<file path="src/rtl/apb_pkg.sv">
// rtl/apb_pkg.sv - shared types for the APB requester
package apb_pkg;

  // Transfer phase of the requester FSM.
  typedef enum logic [1:0] {
    ST_IDLE   = 2'd0,
    ST_SETUP  = 2'd1,
    ST_ACCESS = 2'd2,
    ST_RESP   = 2'd3
  } apb_req_state_t;

  // Response status flags; data width stays a module parameter.
  typedef struct packed {
    logic slverr;
    logic timeout;
  } apb_rsp_status_t;

endpackage

</file>
<file path="src/rtl/apb_requester.sv">
// rtl/apb_requester.sv - single-outstanding APB4 requester with access timeout
module apb_requester
  import apb_pkg::*;
#(
  parameter int G_REGWIDTH   = 32,
  parameter int G_ADDR_WIDTH = 32,
  parameter int G_TIMEOUT    = 16
) (
  input  logic                      clk,
  input  logic                      rst,
  input  logic                      cmd_valid,
  output logic                      cmd_ready,
  input  logic                      cmd_write,
  input  logic [G_ADDR_WIDTH-1:0]   cmd_addr,
  input  logic [G_REGWIDTH-1:0]     cmd_wdata,
  input  logic [G_REGWIDTH/8-1:0]   cmd_strb,
  output logic                      rsp_valid,
  input  logic                      rsp_ready,
  output logic [G_REGWIDTH-1:0]     rsp_rdata,
  output logic                      rsp_slverr,
  output logic                      rsp_timeout,
  output logic                      m_apb_psel,
  output logic                      m_apb_penable,
  output logic                      m_apb_pwrite,
  output logic [G_ADDR_WIDTH-1:0]   m_apb_paddr,
  output logic [G_REGWIDTH-1:0]     m_apb_pwdata,
  output logic [G_REGWIDTH/8-1:0]   m_apb_pstrb,
  input  logic                      m_apb_pready,
  input  logic [G_REGWIDTH-1:0]     m_apb_prdata,
  input  logic                      m_apb_pslverr
);

  localparam int STRB_W  = G_REGWIDTH / 8;
  localparam int CNT_W   = (G_TIMEOUT > 0) ? $clog2(G_TIMEOUT + 1) : 1;
  localparam int TO_LAST = (G_TIMEOUT > 0) ? G_TIMEOUT - 1 : 0;
  localparam logic [CNT_W-1:0] TO_LAST_C = TO_LAST[CNT_W-1:0];

  apb_req_state_t          state;
  logic                    ready_q;
  logic [CNT_W-1:0]        to_cnt;
  apb_rsp_status_t         status_q;
  logic [G_REGWIDTH-1:0]   rdata_q;
  logic                    pwrite_q;
  logic [G_ADDR_WIDTH-1:0] paddr_q;
  logic [G_REGWIDTH-1:0]   pwdata_q;
  logic [STRB_W-1:0]       pstrb_q;
  logic                    timeout_hit;

  // The counter holds the number of ACCESS cycles already spent without
  // pready, so the last allowed cycle is the one where it reads G_TIMEOUT-1.
  assign timeout_hit = (G_TIMEOUT != 0) && (to_cnt == TO_LAST_C);

  // FSM, command capture, timeout counter and response registers.
  always_ff @(posedge clk) begin
    if (rst) begin
      state    <= ST_IDLE;
      ready_q  <= 1'b0;
      to_cnt   <= '0;
      status_q <= '0;
      rdata_q  <= '0;
      pwrite_q <= 1'b0;
      paddr_q  <= '0;
      pwdata_q <= '0;
      pstrb_q  <= '0;
    end else begin
      case (state)
        ST_IDLE: begin
          if (cmd_valid && ready_q) begin
            state    <= ST_SETUP;
            ready_q  <= 1'b0;
            pwrite_q <= cmd_write;
            paddr_q  <= cmd_addr;
            pwdata_q <= cmd_wdata;
            // Reads never drive byte strobes onto the bus.
            pstrb_q  <= cmd_write ? cmd_strb : '0;
          end else begin
            ready_q <= 1'b1;
          end
        end
        ST_SETUP: begin
          state  <= ST_ACCESS;
          to_cnt <= '0;
        end
        ST_ACCESS: begin
          // A real completion beats a timeout landing in the same cycle.
          if (m_apb_pready) begin
            state           <= ST_RESP;
            status_q.slverr  <= m_apb_pslverr;
            status_q.timeout <= 1'b0;
            rdata_q         <= pwrite_q ? '0 : m_apb_prdata;
          end else if (timeout_hit) begin
            state           <= ST_RESP;
            status_q.slverr  <= 1'b1;
            status_q.timeout <= 1'b1;
            rdata_q         <= '0;
          end else begin
            to_cnt <= to_cnt + 1'b1;
          end
        end
        ST_RESP: begin
          if (rsp_ready) begin
            state   <= ST_IDLE;
            ready_q <= 1'b1;
          end
        end
        default: state <= ST_IDLE;
      endcase
    end
  end

  assign cmd_ready     = ready_q;
  assign rsp_valid     = (state == ST_RESP);
  assign rsp_rdata     = rdata_q;
  assign rsp_slverr    = status_q.slverr;
  assign rsp_timeout   = status_q.timeout;
  assign m_apb_psel    = (state == ST_SETUP) || (state == ST_ACCESS);
  assign m_apb_penable = (state == ST_ACCESS);
  assign m_apb_pwrite  = pwrite_q;
  assign m_apb_paddr   = paddr_q;
  assign m_apb_pwdata  = pwdata_q;
  assign m_apb_pstrb   = pstrb_q;

endmodule

</file>
<file path="config.mk">
export PLATFORM = sky130hd
export DESIGN_NAME = apb_requester
export DESIGN_NICKNAME = d
export VERILOG_FILES = /design/src/rtl/apb_pkg.sv /design/src/rtl/apb_requester.sv
export SDC_FILE = /design/constraint.sdc
export NUM_CORES = 1
export LEC_CHECK = 0
export BUFFER_PORTS_ARGS = -buffer_cell sky130_fd_sc_hd__buf_2
export CAP_MARGIN = 40
export CORE_MARGIN = 2
export CORE_UTILIZATION = 45
export DETAILED_ROUTE_END_ITERATION = 7
export MAX_ROUTING_LAYER = met4
export PLACE_DENSITY_LB_ADDON = 0.3
export SYNTH_ARGS = -nofsm -noshare
export SYNTH_HDL_FRONTEND = slang
export SYNTH_SLANG_ARGS = --single-unit
export TNS_END_PERCENT = 50
</file>
<file path="constraint.sdc">
create_clock -name clk -period 3.5 [get_ports clk]
set_clock_uncertainty 0.1 [all_clocks]
set_input_delay 0.7 -clock clk [delete_from_list [all_inputs] [get_ports clk]]
set_output_delay 0.7 -clock clk [all_outputs]
set_load 0.01 [all_outputs]
</file>
==> metrics.csv <==
stage,metric,value,unit
logic_synthesis,synthesis.nets,585,
logic_synthesis,synth_ff_type,dfxtp_1,
critical_path,critical-path-top-delay-family,adder cells,
global_routing,grtUsageTotal,0.208,
pwr,p_seq_frac,0.490,
floorplan,io_pins,214,
layout,fin_cells,782,
detailed_routing,drt_wl_total,10200,um
sta,layout_min_cycle_time,2.23,ns
cts,clkSlewWorstSetupHoldPaths,0.10,ns
detailed_routing,drt_pass1_iterations,4,
global_routing,grt_max_degree,74,
global_routing,met1_usage,0.251,
detailed_routing,route.detailed.drc,0,
pwr,p_int,2.04,mW
hold_path,hold_path.class,reg2reg,
pwr,pwr-share-comb,0.288,
critical_path,crit_fanout,13,
critical_path,critPathKind,reg2out,
logic_synthesis,async_flop_share,0,
critical_path,slowest_stage,ha_1,
global_routing,grtUsageMet2,0.338,
run_status,status,finished clean,
pwr,p_sw,1.05,mW
detailed_routing,routed_via_density,4.99,
cts,cts_hold_buf,0,
logic_synthesis,yosysUniqueCellTypes,29,
place,placed_cells,767,
global_routing,overflow,0,
cts,insertion_delay,0.35,ns
logic_synthesis,syn_inst,473,
layout,nets,782,
place,hpwl,7350,um
logic_synthesis,yosysSeqAreaShare,0.564,
critical_path,cp.required,2.70,ns
global_routing,grt_pass1_wl,16200,um
cts,clk_path_buf_depth,2,
critical_path,cp_num_buf_inv,2,
critical_path,max_stage_delay,0.45,ns
sta,setup_tns,0,ns
sta,tightest_slew,0.736,ns
floorplan,die_w,97.6,um
floorplan,die_y,97.6,um
sta,setup_viol,0,
global_routing,first_global_vias,3523,
floorplan,core,8590,um^2
detailed_routing,wl_per_cell,13.1,um
sta,fin_crit_sh,0.638,
layout,drive_gt1_frac,0.361,
sta,drv_slew,0,
pwr,power.leakage,2.44,nW
pwr,p_sw_frac,0.338,
critical_path,endpoint_kind,output port,
global_routing,grt_use_met3,0.0446,
pwr,powerDensity,588,nW/um^2
layout,register_area,2220,um^2
sta,grt_setup_unrepaired,false,
cts,htree_levels,3,
floorplan,start_util,0.459,
logic_synthesis,yosys_warnings,0,
global_routing,busiest_layer,met2,
logic_synthesis,synth_seq_cells,111,
place,io_buffer_count,213,
critical_path,startpoint_type,flop,
sta,fmax,448,MHz
critical_path,worstPathCellList,inv_1 -> ha_1 -> buf_2,
cts,cts-root-buf,clkbuf_8,
cts,postCtsSetupBuffers,0,
floorplan,rows,34,
layout,diodes,0,
cts,clock-sinks,111,
detailed_routing,ant_nets,0,
logic_synthesis,avgSynthCellArea,8.34,um^2
critical_path,arrival,1.43,ns
layout,multi_input_area,1570,um^2
logic_synthesis,synth_edf_count,0,
cts,cts_buffers,9,
floorplan,dieArea,9530,um^2
job,maxCapViolations,0,
detailed_routing,drtIter0Drc,190,
layout,nFillCells,820,
sta,hold_viol,0,
pwr,clkPwrFrac,0.221,
logic_synthesis,synth_area,3940,um^2
detailed_routing,vias,3905,
pwr,irDropWorstVdd,313,uV
layout,area_growth,33.4,%
cts,cts_tree,built,
sta,maxSlewHeadroom,0.510,
global_routing,antenna_found_initial,0,
place,globalplace.congestion,0.828,
cts,cts_resized,0,
==> final cells by class <==
type,instances,share of cell area
inverter,5,0.00357
multi-input combinational,322,0.299
sequential,111,0.423
clock buffer,9,0.0236
clock inverter,6,0.00857
timing repair buffer,221,0.217
tap,108,0.0257
==> cells in the mapped netlist (3+ instances only) <==
| master | instances | area, um^2 |
|---|---|---|
| buf_2 | 7 | 35.0 |
| dfxtp_1 | 111 | 2220 |
| nor2_1 | 37 | 139 |
| a22oi_1 | 32 | 240 |
| nand2_1 | 139 | 522 |
| nand2b_1 | 3 | 18.8 |
| clkbuf_1 | 28 | 105 |
| a21oi_1 | 76 | 380 |
| nand3_1 | 6 | 30.0 |
| o21ai_0 | 3 | 15.0 |
| ha_1 | 5 | 62.6 |
| inv_1 | 5 | 18.8 |
==> final timing paths <==
check	start	slack, ns	cells past startpoint	end
min reg2reg	m_apb_pstrb[3]$_SDFFE_PP0P_	0.35	2	m_apb_pstrb[3]$_SDFFE_PP0P_
min	m_apb_pstrb[3]$_SDFFE_PP0P_	0.35	2	m_apb_pstrb[3]$_SDFFE_PP0P_
max reg2reg	to_cnt[0]$_SDFFE_PP0P_	1.34	6	to_cnt[3]$_SDFFE_PP0P_
max	state[0]$_SDFFE_PP0P_	1.27	3	m_apb_penable
==> state kept, by name (all words and copies together), names as in the netlist <==
register,cells
m_apb_paddr,32
rsp_slverr,1
cmd_ready,1
m_apb_pwrite,1
rsp_timeout,1
m_apb_pwdata,32
state,2
rsp_rdata,32
m_apb_pstrb,4
to_cnt,5
==> power by group through the flow <==
stage	logic [mW]	registers, mW	clock network [mW]
4_1_cts	0.896	1.52	0.697
6_report	0.891	1.51	0.684
5_1_grt	0.988	1.54	0.757
2_1_floorplan	0.472	1.61	0
3_3_place_gp	0.863	1.54	0
3_5_place_dp	0.894	1.54	0
==> cell usage in the layout, fill, tap and decap left out, types with 2 or more instances in the layout <==
cell	synthesis	final
nor3_1	2	2
nand3_1	6	5
ha_1	5	5
a22oi_1	32	32
nand2b_1	3	3
buf_2	7	212
o21a_1	2	2
nand2_1	139	139
clkinv_4	0	2
a21oi_1	76	76
o21ai_0	3	3
inv_6	0	2
buf_4	0	8
clkinv_2	0	2
clkbuf_8	0	9
nor2_1	37	37
inv_1	5	5
or3_2	2	2
dfxtp_1	111	111
==> per-stage QoR <==
step           worst slack, ns  total power [mW]  cell area (um^2)  utilization  hold WS (ns)
2_1_floorplan             1.55              2.09              3940            -         0.350
3_3_place_gp              1.22              2.40              5070        0.590         0.337
3_5_place_dp              1.40              2.44              5090        0.592         0.342
4_1_cts                   1.27              3.11              5260        0.612         0.355
5_1_grt                   1.19              3.28              5260        0.612         0.374
6_report                  1.27              3.09              5260        0.612         0.353
==> metal layers <==
layer / vias up / wire length [um]
met4: 0 / 321
met1: 1771 / 4390
met2: 139 / 4890
met5: - / 0
met3: 28 / 628
li1: 1967 / -
==> kinds of logic (layout without fill, tap and decap cells) <==
group,Yosys count,count (layout),share of synthesized area
and+or+nand+nor,197,197,0.201
AOI/OAI and AO/OA,119,119,0.176
DFF,111,111,0.564
buffers and inverters,40,241,0.0403
adders and majority gates,5,5,0.0159
muxes,1,1,0.00254
==> tightest hold or removal path: stages (launching register included) <==
cell and delay, ns:
dfxtp_1 0.32, nand2_1 0.05, a21oi_1 0.05
No activity file was read; power rests on OpenSTA's default activity.
